### src/rtl/div_sequencer.sv
// Multi-cycle 32-bit divide/remainder sequencer (DIV, DIVU, REM, REMU) using
// restoring division on operand magnitudes, with early exit for divide-by-zero and signed overflow.
module div_sequencer (
  input  logic        CLK,
  input  logic        RESETN,
  input  logic        START,
  input  logic [4:0]  SELECT,
  input  logic [31:0] DATA1,
  input  logic [31:0] DATA2,
  input  logic        FLUSH,
  output logic        BUSY,
  output logic        STALL,
  output logic        VALID,
  output logic [31:0] RESULT
);

  localparam logic [1:0] IDLE = 2'd0;
  localparam logic [1:0] CALC = 2'd1;
  localparam logic [1:0] DONE = 2'd2;

  logic [1:0]  state_q,  state_d;
  logic [4:0]  cnt_q,    cnt_d;
  logic        first_q,  first_d;
  logic        isRem_q,  isRem_d;
  logic        negQ_q,   negQ_d;
  logic        negR_q,   negR_d;
  logic [31:0] dvd_q,    dvd_d;
  logic [31:0] dvs_q,    dvs_d;
  logic [31:0] rem_q,    rem_d;
  logic [31:0] result_q, result_d;

  logic        isDivOp;
  logic        isSigned;
  logic        opRem;
  logic        accept;
  logic        divZero;
  logic        overflow;
  logic [31:0] absA;
  logic [31:0] absB;
  logic [32:0] remShift;
  logic [32:0] remSub;
  logic        qBit;
  logic [31:0] remNext;
  logic [31:0] quoNext;
  logic [31:0] finalQ;
  logic [31:0] finalR;

  assign isDivOp  = (SELECT[4:2] == 3'b011);
  assign isSigned = ~SELECT[0];
  assign opRem    = SELECT[1];
  assign accept   = (state_q == IDLE) & START & isDivOp & ~FLUSH;
  assign divZero  = (DATA2 == 32'd0);
  assign overflow = isSigned & (DATA1 == 32'h8000_0000) & (DATA2 == 32'hFFFF_FFFF);
  assign absA     = (isSigned & DATA1[31]) ? (~DATA1 + 32'd1) : DATA1;
  assign absB     = (isSigned & DATA2[31]) ? (~DATA2 + 32'd1) : DATA2;

  // One restoring step: the dividend register shifts out its MSB into the
  // 33-bit partial remainder and shifts the new quotient bit in at the bottom.
  assign remShift = {rem_q, dvd_q[31]};
  assign remSub   = remShift - {1'b0, dvs_q};
  assign qBit     = ~remSub[32];
  assign remNext  = qBit ? remSub[31:0] : remShift[31:0];
  assign quoNext  = {dvd_q[30:0], qBit};
  assign finalQ   = negQ_q ? (~quoNext + 32'd1) : quoNext;
  assign finalR   = negR_q ? (~remNext + 32'd1) : remNext;

  always_comb begin
    state_d  = state_q;
    cnt_d    = cnt_q;
    first_d  = first_q;
    isRem_d  = isRem_q;
    negQ_d   = negQ_q;
    negR_d   = negR_q;
    dvd_d    = dvd_q;
    dvs_d    = dvs_q;
    rem_d    = rem_q;
    result_d = result_q;

    case (state_q)
      IDLE: begin
        if (accept) begin
          isRem_d = opRem;
          negQ_d  = isSigned & (DATA1[31] ^ DATA2[31]);
          negR_d  = isSigned & DATA1[31];
          dvd_d   = absA;
          dvs_d   = absB;
          rem_d   = 32'd0;
          if (divZero) begin
            result_d = opRem ? DATA1 : 32'hFFFF_FFFF;
            state_d  = DONE;
          end else if (overflow) begin
            result_d = opRem ? 32'd0 : 32'h8000_0000;
            state_d  = DONE;
          end else begin
            cnt_d   = 5'd31;
            first_d = 1'b1;
            state_d = CALC;
          end
        end
      end
      CALC: begin
        // The first CALC cycle is an alignment bubble so the result lands on edge 33.
        if (first_q) begin
          first_d = 1'b0;
        end else begin
          dvd_d = quoNext;
          rem_d = remNext;
          cnt_d = cnt_q - 5'd1;
          if (cnt_q == 5'd0) begin
            result_d = isRem_q ? finalR : finalQ;
            state_d  = DONE;
          end
        end
      end
      DONE: begin
        state_d = IDLE;
      end
      default: begin
        state_d = IDLE;
      end
    endcase

    if (FLUSH) begin
      state_d  = IDLE;
      result_d = result_q;
    end
  end

  always_ff @(posedge CLK or negedge RESETN) begin
    if (!RESETN) begin
      state_q  <= IDLE;
      cnt_q    <= 5'd0;
      first_q  <= 1'b0;
      isRem_q  <= 1'b0;
      negQ_q   <= 1'b0;
      negR_q   <= 1'b0;
      dvd_q    <= 32'd0;
      dvs_q    <= 32'd0;
      rem_q    <= 32'd0;
      result_q <= 32'd0;
    end else begin
      state_q  <= state_d;
      cnt_q    <= cnt_d;
      first_q  <= first_d;
      isRem_q  <= isRem_d;
      negQ_q   <= negQ_d;
      negR_q   <= negR_d;
      dvd_q    <= dvd_d;
      dvs_q    <= dvs_d;
      rem_q    <= rem_d;
      result_q <= result_d;
    end
  end

  assign BUSY   = (state_q != IDLE);
  assign VALID  = (state_q == DONE);
  assign STALL  = (state_q == CALC) | accept;
  assign RESULT = result_q;

endmodule
### config.mk
export PLATFORM = sky130hd
export DESIGN_NAME = div_sequencer
export DESIGN_NICKNAME = d
export VERILOG_FILES = /design/src/rtl/div_sequencer.sv
export SDC_FILE = /design/constraint.sdc
export NUM_CORES = 1
export LEC_CHECK = 0
export ABC_AREA = 0
export BUFFER_PORTS_ARGS = -buffer_cell sky130_fd_sc_hd__buf_4
export CORE_MARGIN = 5
export CORE_UTILIZATION = 48
export DETAILED_ROUTE_END_ITERATION = 10
export PLACE_DENSITY = 0.69
export SYNTH_ARGS = -nofsm -noshare
export SYNTH_HDL_FRONTEND = slang
export SYNTH_SLANG_ARGS = --single-unit
### constraint.sdc
create_clock -name CLK -period 5 [get_ports CLK]
set_input_delay 0.25 -clock CLK [delete_from_list [all_inputs] [get_ports CLK]]
set_output_delay 0.25 -clock CLK [all_outputs]
set_load 0.1 [all_outputs]
# Word level (Yosys, flattened, before mapping)
# Cells that the tools add are included.
[op_classes] n_reduce_logical=11 eq_ne=14 n_mux=36 bitwise=17 addsub=6
[op_table] operator="2-to-1 mux 32 bit" count=17
[op_table] operator="case mux 32 bit (2 select lines)" count=3
[op_table] operator="adder 32 x 1 -> 32 bit (second input constant)" count=4
[op_table] operator="inverter 32 bit" count=4
[op_table] operator="== test 32 bit (second input constant)" count=2
[op_table] operator="subtractor 33 x 32 -> 33 bit" count=1
[op_table] operator="logical NOT 32 bit" count=1
[op_table] operator="2-to-1 mux 5 bit" count=4
[op_table] operator="2-to-1 mux 2 bit" count=6
[op_table] operator="!= test 3 bit (second input constant)" count=4
[op_table] operator="!= test 2 bit (second input constant)" count=5
[op_table] operator="case mux 5 bit (2 select lines)" count=1
[op_table] operator="AND 1 bit" count=8
[op_table] operator="AND reduction 3 bit" count=2
[op_table] operator="AND reduction 6 bit" count=1
[op_table] operator="logical NOT 5 bit" count=1
[op_table] operator="AND reduction 5 bit" count=1
[op_table] operator="subtractor 5 x 1 -> 5 bit (second input constant)" count=1
[op_table] operator="case mux 2 bit (2 select lines)" count=1
[op_table] operator="AND reduction 4 bit" count=1
[op_table] operator="nonzero test 2 bit" count=2
[op_table] operator="== test 3 x 2 -> 1 bit (second input constant)" count=1
[op_table] operator="2-to-1 mux 1 bit" count=3
[op_table] operator="inverter 1 bit" count=3
[op_table] operator="7 further kinds" count=7
[word_totals] wordCells=94 inputBits=73 out_inout_bits=35 register_bits=139

# Depth between registers and ports, before layout
# Gate-level depths: netlist of run 1.
[depth] ltp_word=9 mapped_depth=21 depth_no_buf=19

# Least setup slack after synthesis of run 1
# Ideal clock, no wire load.
[synth_path] path_kind="flip-flop to flip-flop" startpoint="register dvd_q[31]" endpoint="register result_q[26], in the netlist RESULT[26]" setup_time_ns=0.139 t_arrival_ns=4.415 required_ns=4.861 slack_ns=0.446 stages_incl_launch_ff=22 synth_period_minus_slack_ns=4.554 path_buffers=2 cell_sequence="dfrtp_1 inv_1 ha_1 fa_1 nand2b_1 a211oi_2 o2111ai_2 a211oi_2 o21a_1 nor2_1 inv_2 buf_2 buf_1 ha_1 nand3_1 o41ai_4 nand2_2 xnor2_1 o32ai_1 a31o_1 nor3_2 o221ai_1"
[synth_between] elab_chain_len=9 word_cells_on_any_way=13 cone_classes="add/sub: 3; mux: 7; bitwise: 3"
[synth_lines] element="from (decl)" line_no="27" rtl="logic [31:0] dvd_q, dvd_d;"
[synth_lines] element="from (signal assigned)" line_no="148" rtl="dvd_q <= dvd_d;"
[synth_lines] element="subtractor 33 x 32 -> 33 bit" line_no="60" rtl="assign remSub = remShift - {1'b0, dvs_q};"
[synth_lines] element="2-to-1 mux 32 bit / inverter 1 bit (equally long branches)" line_no="62, 61"
[synth_lines] element="inverter 32 bit, on equally long branches" line_no="65, 64"
[synth_lines] element="adder 32 x 1 -> 32 bit, on equally long branches" line_no="65, 64"
[synth_lines] element="2-to-1 mux 32 bit, on equally long branches" line_no="65, 64"
[synth_lines] element="2-to-1 mux 32 bit *" line_no="110" rtl="result_d = isRem_q ? finalR : finalQ;"
[synth_lines] element="2-to-1 mux 32 bit *" line_no="109" rtl="if (cnt_q == 5'd0) begin"
[synth_lines] element="2-to-1 mux 32 bit *" line_no="103" rtl="if (first_q) begin"
[synth_lines] element="case mux 32 bit (2 select lines) *" line_no="79" rtl="case (state_q)"
[synth_lines] element="to (signal assigned)" line_no="151" rtl="result_q <= result_d;"
[synth_lines] element="to (decl)" line_no="30" rtl="logic [31:0] result_q, result_d;"
# Every way passes the cells marked *; elsewhere a longest branch is shown, timed or not. The select of a mux whose other input is x is not followed.
# A chain may end at the register's enable or synchronous reset.

# Final worst setup path of run 1
# Ends and elaborated chain as after synthesis.

==> results of run 1 <==
==> power breakdown <==
group / leakage, nW / internal (mW) / switching (mW)
logic: 3.66 / 2.04 / 3.59
clock network: 0.283 / 0.712 / 0.605
registers: 1.75 / 1.44 / 0.432
==> cells in the mapped netlist (14+ instances only) <==
master      n
a21o_1     15
ha_1       39
nand4_1    20
nor4_1     17
xor2_1     68
nand3_1    25
mux2i_1    28
a31oi_1    49
or4_1      18
nor3_1     32
o21ai_0   169
nor2_1    136
nand2_1   216
a21oi_1    96
inv_1      60
clkbuf_1   61
buf_2      16
nand2b_1   24
o31ai_1    25
xnor2_1    69
o211ai_1   17
a211oi_1   14
dfrtp_1   139
==> registers in the layout (all words and copies together), names as in the netlist, 2 cells and up <==
signal,flops
dvd_q,32
state_q,2
RESULT,32
rem_q,32
cnt_q,5
dvs_q,32
==> path summary, 6_finish.rpt <==
kind	end	slack [ns]	cells past startpoint
worst max-delay path	RESULT[26]	0.36	19
worst min-delay path	state_q[0]	0.03	2
worst max register to register	RESULT[26]	0.36	19
worst min register to register	dvs_q[8]	0.48	2
max in group asynchronous	dvd_q[9]	3.41	3
min in group asynchronous	dvs_q[11]	0.49	2
==> metal layers <==
layer | share of wire (%) | track usage [%] | wire (um)
met1 | 45 | 40.98 | 18100
met5 | 0 | 0 | 0
met3 | 7.7 | 5.523 | 3081
met4 | 2.0 | 6.724 | 805
met2 | 45 | 43.87 | 18030
==> critical path, cell delays in order, from the launching register on <==
cell and delay, ns:
dfrtp_1 0.38, inv_1 0.06, ha_1 0.21, fa_1 0.40
nand2b_1 0.20, a211oi_2 0.35, o2111ai_2 0.25, a211oi_2 0.30
o21a_1 0.21, nor2_4 0.06, inv_2 0.21, ha_1 0.27
nand3_1 0.24, o41ai_4 0.46, nand2_2 0.08, xnor2_1 0.17
o32ai_1 0.12, a31o_1 0.23, nor3_2 0.18, o221ai_1 0.11
==> kinds of logic (layout without fill, tap and decap cells) <==
| family | count (synthesis) | count (layout) | synth area share (%) |
|---|---|---|---|
| muxes | 32 | 32 | 2.755 |
| DFF | 139 | 139 | 29.46 |
| AOI/OAI and AO/OA | 481 | 481 | 25.78 |
| adders and majority gates | 40 | 40 | 4.302 |
| buffers and inverters | 148 | 224 | 4.948 |
| and+or+nand+nor | 564 | 564 | 22.60 |
| xor gates and xnor gates | 137 | 137 | 10.16 |
==> area by class of cell <==
cell class	count	area share, %
sequential	139	25.84
timing repair buffer	130	7.298
inverter	62	1.729
tap	324	3.012
clock buffer	17	3.161
clock inverter	15	1.255
multi-input combinational	1254	57.70
==> stage by stage <==
step                instance area (um2)  worst slack [ns]  hold WS, ns  util, %  std cells
finish                            13460            0.3573      0.03103    55.51       1941
floorplan                         11810            0.4460     -0.04559        -       1541
global placement                  12850            0.6437       0.4295    53.01       1908
global route                      13460           0.06581      0.03973    55.51       1941
detailed placement                12850            0.4988       0.4339    53.01       1908
CTS                               13460            0.4193      0.03218    55.51       1941
==> results_dict.tcl, run 1 <==
set metrics [dict create \
    routed_wl_mm 40.02 \
    async_flop_share_pct 100.0 \
    synth_area_leader_cell "dfrtp_1" \
    mostFrequentLayoutCells "nand2_1 (216), o21ai_0 (169), dfrtp_1 (139), nor2_1 (133), buf_4 (128)" \
    period_needed_ns 4.643 \
    vias 12000 \
    syn_to_final_growth_pct 13.98 \
    hp-start "FLUSH" \
    syn-instance-count 1541 \
    seq_area_mm2 0.003478 \
    die_h_um 166.9 \
    critPathKind "reg2reg" \
    start_util_pct 48.70 \
    ys_warn_count 0 \
    post-cts-setup-buffers 0 \
    power_density_mw_per_mm2 655.1 \
    drive_gt1_share_pct 12.80 \
    relSlewSlack_pct 29.60 \
    post-route-period-util_pct 92.85 \
    min_path_type "in2reg" \
    die_width_um 166.9 \
    grt_pass1_vias 11380 \
    required_ns 5.30 \
    ys_ff_latch 139 \
    n_antenna_cell 0 \
    avgSynthCellArea_um2 7.663 \
    ctsLongestPathBuffers 2 \
    ir_worst_vdd_mv 0.5356 \
    dieArea_mm2 0.02784 \
    final_hold_viol_count 0 \
    synth_seq_area_share_pct 29.46 \
    crit_arrival_ns 4.95 \
    synthDominantCellAreaShare_pct 29.46 \
    start_kind "flop" \
    power.leakage_nw 5.690 \
    cts-root-buf "clkbuf_16" \
    core-area_mm2 0.02425 \
    clock.fmax_ghz 0.2154 \
    cts.sinks 139 \
    synth-edff-count 0 \
    cts_resized 0 \
    r2r-start "dvd_q[31]" \
    postRouteAntennaNets 0 \
    setup-violations-final 0 \
    rows 57 \
    final_common_cell "nand2_1" \
    gp_congestion 0.9601 \
    fillers 2360 \
    worstSetupEndpointType "flop" \
    drt_first_pass_iters 5 \
    grt_pass1_wl_mm 63.85 \
    dp_hpwl_mm 30.34 \
    grt.total_usage_pct 28.33 \
    numPortBuffers 107 \
    fin_nets 1717 \
    cts_tree "done" \
    outcome "completed" \
    power_mw 8.817 \
    critPathMaxFanout 14 \
    drc 0 \
    slew_viol_final 0 \
    crit_start "dvd_q[31]" \
    grt_max_degree 113 \
    netlist_area_mm2 0.01181 \
    clk_latency_ns 0.45 \
    maxCapViolations 0 \
    rsz0062_at_grt "false" \
    multiInputGateArea_mm2 0.007766 \
    clock_skew_ns 0.01933 \
    htree_levels 4 \
    drt_iter0_drc 1447 \
    clk_pin_slew_ns 0.07 \
    cts_buffers 17 \
    setup_tns_ns 0 \
    antenna_found_initial 0 \
    yosys-top-cells-area "dfrtp_1 (29%), o21ai_0 (7.2%), nand2_1 (6.9%)" \
    synth_nets 1654 \
    wl_per_cell_um 20.62 \
    cts_hold_buf 1 \
    drt-vias-per-instance 6.181 \
    ios 108 \
    ys_dominant_reg_cell "dfrtp_1" \
    yosys.cell_types.count 86 \
    worstMarginPinSlew_ns 1.056 \
    grt.overflow.total 0 \
]
(Power assumes the default switching activity.)
==> run 2, diff against run 1 <==
--- a/config.mk
+++ b/config.mk
@@ -9,8 +9,11 @@
 export BUFFER_PORTS_ARGS = -buffer_cell sky130_fd_sc_hd__buf_4
 export CORE_MARGIN = 5
 export CORE_UTILIZATION = 48
+export CTS_CLUSTER_DIAMETER = 200
 export DETAILED_ROUTE_END_ITERATION = 10
 export PLACE_DENSITY = 0.69
+export REMOVE_ABC_BUFFERS = 1
+export SKIP_CTS_REPAIR_TIMING = 1
 export SYNTH_ARGS = -nofsm -noshare
 export SYNTH_HDL_FRONTEND = slang
 export SYNTH_SLANG_ARGS = --single-unit
==> run 2 against run 1 <==
Worst setup slack improved by 0.088 ns. Clock power increased by 7%. Via count is 0.41% higher. Global-route usage is 1.7 points lower. Worst hold slack worse by 0.0016 ns. First-iteration DRC count decreased by 6.2%. Sequential share of layout area shrank 0.15 points. Fmax increased by 1.9%. Non-clock buffer count increased by 5. Critical endpoint unchanged. Largest power group unchanged.
==> results_dict.tcl, run 2 (synthesis results as in run 1) <==
set metrics [dict create \
    wl_met3_mm 2.829 \
    start_util_pct 48.70 \
    period_needed_ns 4.554 \
    fin_nets 1722 \
    setup-violations-final 0 \
    final_hold_viol_count 0 \
    clock.fmax_ghz 0.2196 \
    clk_pin_slew_ns 0.06 \
    crit_arrival_ns 4.84 \
    ir_worst_vdd_mv 0.3775 \
    clock_skew_ns 0.01362 \
    die_width_um 166.9 \
    outcome "completed" \
    worstMarginPinSlew_ns 1.080 \
    dp_hpwl_mm 28.27 \
    dieArea_mm2 0.02784 \
    power_mw 8.861 \
    antenna_found_initial 0 \
    drt_first_pass_iters 5 \
    cts-root-buf "clkbuf_16" \
    wl_met2_mm 17.50 \
    ctsLongestPathBuffers 2 \
    cts_tree "done" \
    n_antenna_cell 0 \
    min_delay_path_depth 2 \
    vias 12050 \
    highest_layer "met4" \
    r2r_end "RESULT[26]" \
    critPathKind "reg2reg" \
    worstSetupEndpointType "flop" \
    numPortBuffers 107 \
    cts.sinks 139 \
    required_ns 5.28 \
    hp-start "FLUSH" \
    core-area_mm2 0.02425 \
    die_h_um 166.9 \
    routed_wl_mm 38.05 \
    syn_to_final_growth_pct 14.65 \
    power_density_mw_per_mm2 654.4 \
    utilization_pct 55.84 \
    drt_iter0_drc 1358 \
    r2r_slack_ns 0.45 \
    ios 108 \
    grt_max_degree 89 \
    postRouteAntennaNets 0 \
    mostFrequentLayoutCells "nand2_1 (216), o21ai_0 (169), dfrtp_1 (139), nor2_1 (133), buf_4 (133)" \
    start_kind "flop" \
    min_path_type "in2reg" \
    maxCapViolations 0 \
    gp_congestion 0.9819 \
    drc 0 \
    fillers 2327 \
    drive_gt1_share_pct 13.07 \
    rsz0062_at_grt "false" \
    grt.total_usage_pct 26.64 \
    r2r_cells 19 \
    power.leakage_nw 5.736 \
    fin_cells 1946 \
    dp.cells 1913 \
    grt_pass1_vias 11400 \
    grt_pass1_wl_mm 60.64 \
    clk_latency_ns 0.44 \
    post-route-period-util_pct 91.09 \
    rows 57 \
    placed_area_mm2 0.01289 \
    final_common_cell "nand2_1" \
    wl_per_cell_um 19.55 \
    relSlewSlack_pct 27.99 \
    critPathMaxFanout 11 \
    hold_end "state_q[0]" \
    fin_area_mm2 0.01354 \
    m1WireLength_mm 16.30 \
    r2r-start "dvd_q[31]" \
    grt.overflow.total 0 \
    drt-vias-per-instance 6.190 \
    htree_levels 4 \
    slew_viol_final 0 \
    cts_buffers 17 \
]
==> run 2: cell types whose count changed in the layout (fill, tap and decap cells not counted), moves of 3 or more <==
cell       delta
clkinv_2      +3
bufinv_16     +3
buf_4         +5
inv_6         -4
clkbuf_8      +3
inv_8         -5
==> run 2: area by class of cell <==
cell class / count / area (um2) / share of cell area [%]
Clock buffer: 21 / 470.5 / 3.475
Clock inverter: 11 / 166.4 / 1.229
Inverter: 62 / 232.7 / 1.719
Multi-Input combinational cell: 1254 / 7766 / 57.36
Sequential cell: 139 / 3478 / 25.69
Tap cell: 324 / 405.4 / 2.994
Timing Repair Buffer: 135 / 1020 / 7.532
==> run 2: metal layers <==
metal  track usage, %  vias to the layer above
li1                 -                     5695
met3            4.551                       98
met5                0                        -
met2            41.85                      530
met1            36.55                     5723
met4            10.81                        0
==> run 2: worst max-delay path, stage by stage (launching register included) <==
cell and delay (ns):
dfrtp_1 0.38, inv_1 0.06, ha_1 0.21, fa_1 0.40
nand2b_1 0.19, a211oi_2 0.31, o2111ai_2 0.24, a211oi_2 0.33
o21a_1 0.22, nor2_4 0.06, inv_2 0.19, ha_1 0.28
nand3_2 0.21, o41ai_4 0.45, nand2_2 0.08, xnor2_1 0.16
o32ai_1 0.11, a31o_1 0.22, nor3_2 0.16, o221ai_1 0.13
==> run 2: power by group <==
group / switching, mW / total [mW] / leakage (nW) / internal (mW)
clock: 0.534 / 1.41 / 0.305 / 0.873
sequential: 0.410 / 1.85 / 1.75 / 1.44
combinational: 3.56 / 5.60 / 3.68 / 2.04
==> run 2: worst max-delay path by stage <==
stage	startpoint	cells after the start	slack, ns	end
CTS	dvd_q[31]	19	0.39	RESULT[26]
finish	dvd_q[31]	19	0.45	RESULT[26]
global route	dvd_q[31]	19	0.09	RESULT[26]
floorplan	dvd_q[31]	17	-1.49	RESULT[20]
global placement	dvd_q[31]	19	0.57	RESULT[26]
detailed placement	dvd_q[31]	19	0.43	RESULT[26]
==> run 2: per-stage QoR <==
step	worst slack (ns)	hold slack, ns	TNS [ns]
after floorplan	-1.492	-0.04559	-36.54
after global placement	0.5668	0.3991	0
after detailed placement	0.4282	0.4006	0
after CTS	0.3915	-0.05537	0
after global routing	0.08579	0.04612	0
final	0.4457	0.02943	0
==> run 3, diff against run 2 <==
--- a/config.mk
+++ b/config.mk
@@ -7,11 +7,14 @@
 export LEC_CHECK = 0
 export ABC_AREA = 0
 export BUFFER_PORTS_ARGS = -buffer_cell sky130_fd_sc_hd__buf_4
+export CELL_PAD_IN_SITES_DETAIL_PLACEMENT = 0
+export CELL_PAD_IN_SITES_GLOBAL_PLACEMENT = 2
 export CORE_MARGIN = 5
-export CORE_UTILIZATION = 48
+export CORE_UTILIZATION = 36
 export CTS_CLUSTER_DIAMETER = 200
 export DETAILED_ROUTE_END_ITERATION = 10
-export PLACE_DENSITY = 0.69
+export MAX_ROUTING_LAYER = met4
+export PLACE_DENSITY = 0.84
 export REMOVE_ABC_BUFFERS = 1
 export SKIP_CTS_REPAIR_TIMING = 1
 export SYNTH_ARGS = -nofsm -noshare
==> run 3 against run 2 <==
The run now ends with hold timing left. Global-route usage decreased by 2.9 points. Via count decreased by 2.7%. Wire length increased by 11%. First-iteration DRC count decreased by 35%. Worst hold slack got worse by 0.10 ns. Sequential share of layout area about the same. Sequential power about the same. Clock skew decreased by 0.0037 ns. Flip-flop and latch count unchanged. Final area increased by 0.16%. Worst setup slack got worse by 0.050 ns.
==> results_dict.tcl, run 3 (synthesis results as in run 1) <==
set metrics [dict create \
    critPathKind "reg2reg" \
    die_width_um 191.1 \
    post-route-period-util_pct 92.09 \
    min_path_type "in2async" \
    p_int_mw 4.139 \
    power.switching_mw 4.550 \
    clk_latency_ns 0.43 \
    fin_nets 1724 \
    maxCapViolations 0 \
    dp.cells 2034 \
    cts_buffers 17 \
    clock.fmax_ghz 0.2172 \
    relSlewSlack_pct 26.68 \
    dp_hpwl_mm 31.58 \
    ctsLongestPathBuffers 2 \
    utilization_pct 41.78 \
    violations "hold timing" \
    antenna_found_initial 0 \
    numPortBuffers 107 \
    ir_worst_vdd_mv 0.3609 \
    critPathMaxFanout 14 \
    rsz0062_at_grt "false" \
    cts_tree "done" \
    routed_wl_mm 42.34 \
    placed_area_mm2 0.01306 \
    final_common_cell "nand2_1" \
    p_comb_share_pct 65.5 \
    core-area_mm2 0.03245 \
    clkPwrFrac_pct 13.3 \
    htree_levels 4 \
    period_needed_ns 4.605 \
    ios 108 \
    fin_area_mm2 0.01356 \
    setup-violations-final 0 \
    crit_arrival_ns 4.88 \
    outcome "complete, but fails checks" \
    grt_max_degree 113 \
    dieArea_mm2 0.03652 \
    cts.sinks 139 \
    clk_pin_slew_ns 0.06 \
    fin_cells 2063 \
    power.leakage_nw 5.690 \
    hold_ws_ns -0.07482 \
    start_util_pct 36.39 \
    drt_iter0_drc 878 \
    wl_per_cell_um 20.52 \
    drt_first_pass_iters 5 \
    required_ns 5.27 \
    drc 0 \
    grt.overflow.total 0 \
    gp_congestion 0.8858 \
    drive_gt1_share_pct 12.79 \
    mostFrequentLayoutCells "nand2_1 (216), o21ai_0 (169), dfrtp_1 (139), buf_4 (136), nor2_1 (133)" \
    clock_skew_ns 0.009891 \
    grt_pass1_wl_mm 66.18 \
    die_h_um 191.1 \
    rows 66 \
    drt-vias-per-instance 5.679 \
    slew_viol_final 0 \
    syn_to_final_growth_pct 14.83 \
    power_density_mw_per_mm2 640.7 \
    grt.total_usage_pct 23.76 \
    seqPwrFrac_pct 21.2 \
    cts-root-buf "clkbuf_16" \
    start_kind "flop" \
    postRouteAntennaNets 0 \
    vias 11720 \
    final_hold_viol_count 64 \
    worstMarginPinSlew_ns 1.100 \
    worstSetupEndpointType "flop" \
    p_sw_share_pct 52.36 \
    grt_pass1_vias 11390 \
]
[run 3: area by class of cell]
cell class	instances	area (um2)
fill	3377	18890
clock inverter	4	20.02
antenna	2	5.005
sequential	139	3478
tap	442	553.0
multi-input combinational	1254	7761
inverter	62	232.7
clock buffer	23	478.0
timing repair buffer	137	1032
[run 3: routing by layer]
layer | wire (um) | share of wire (%) | track usage [%] | up-vias
met5 | 0 | 0 | - | -
met4 | 860 | 2.0 | 5.608 | 0
met3 | 1840 | 4.3 | 3.269 | 40
met2 | 19780 | 47 | 37.47 | 275
met1 | 19870 | 47 | 32.58 | 5714
li1 | - | - | - | 5687
[run 3: power groups by stage]
stage          sequential (mW)  combinational, mW  clock [mW]
6_report                  1.84               5.69        1.15
5_1_grt                   1.90               6.29        1.22
4_1_cts                   1.84               5.67        1.17
3_5_place_dp              1.86               5.65           0
3_3_place_gp              1.85               5.63           0
2_1_floorplan             1.94               3.91           0
[run 3: path summary, 6_finish.rpt]
path	endpoint	startpoint	depth (start not counted)	slack, ns
max	RESULT[26]	dvd_q[31]	19	0.40
min	RESULT[6]	RESETN	1	-0.07
max reg2reg	RESULT[26]	dvd_q[31]	19	0.40
min reg2reg	dvs_q[30]	dvs_q[30]	2	0.48
max in group asynchronous	rem_q[25]	RESETN	2	3.82
min in group CLK	state_q[0]	FLUSH	2	0.03
[run 3: per-stage QoR]
step                worst slack [ns]  setup TNS, ns  total power, mW
floorplan                     -1.492         -36.54            5.852
global placement              0.5462              0            7.479
detailed placement            0.4401              0            7.502
CTS                           0.3842              0            8.682
global route                 0.01873              0            9.405
finish                        0.3954              0            8.689
[run 3: worst max-delay path: stages, from the launching register on]
cell	delay, ns
dfrtp_1	0.39
inv_1	0.06
ha_1	0.21
fa_1	0.40
nand2b_1	0.19
a211oi_2	0.27
o2111ai_2	0.24
a211oi_2	0.32
o21a_1	0.21
nor2_4	0.06
inv_2	0.23
ha_1	0.30
nand3_1	0.23
o41ai_4	0.46
nand2_2	0.08
xnor2_1	0.18
o32ai_1	0.12
a31o_1	0.21
nor3_2	0.16
o221ai_1	0.12
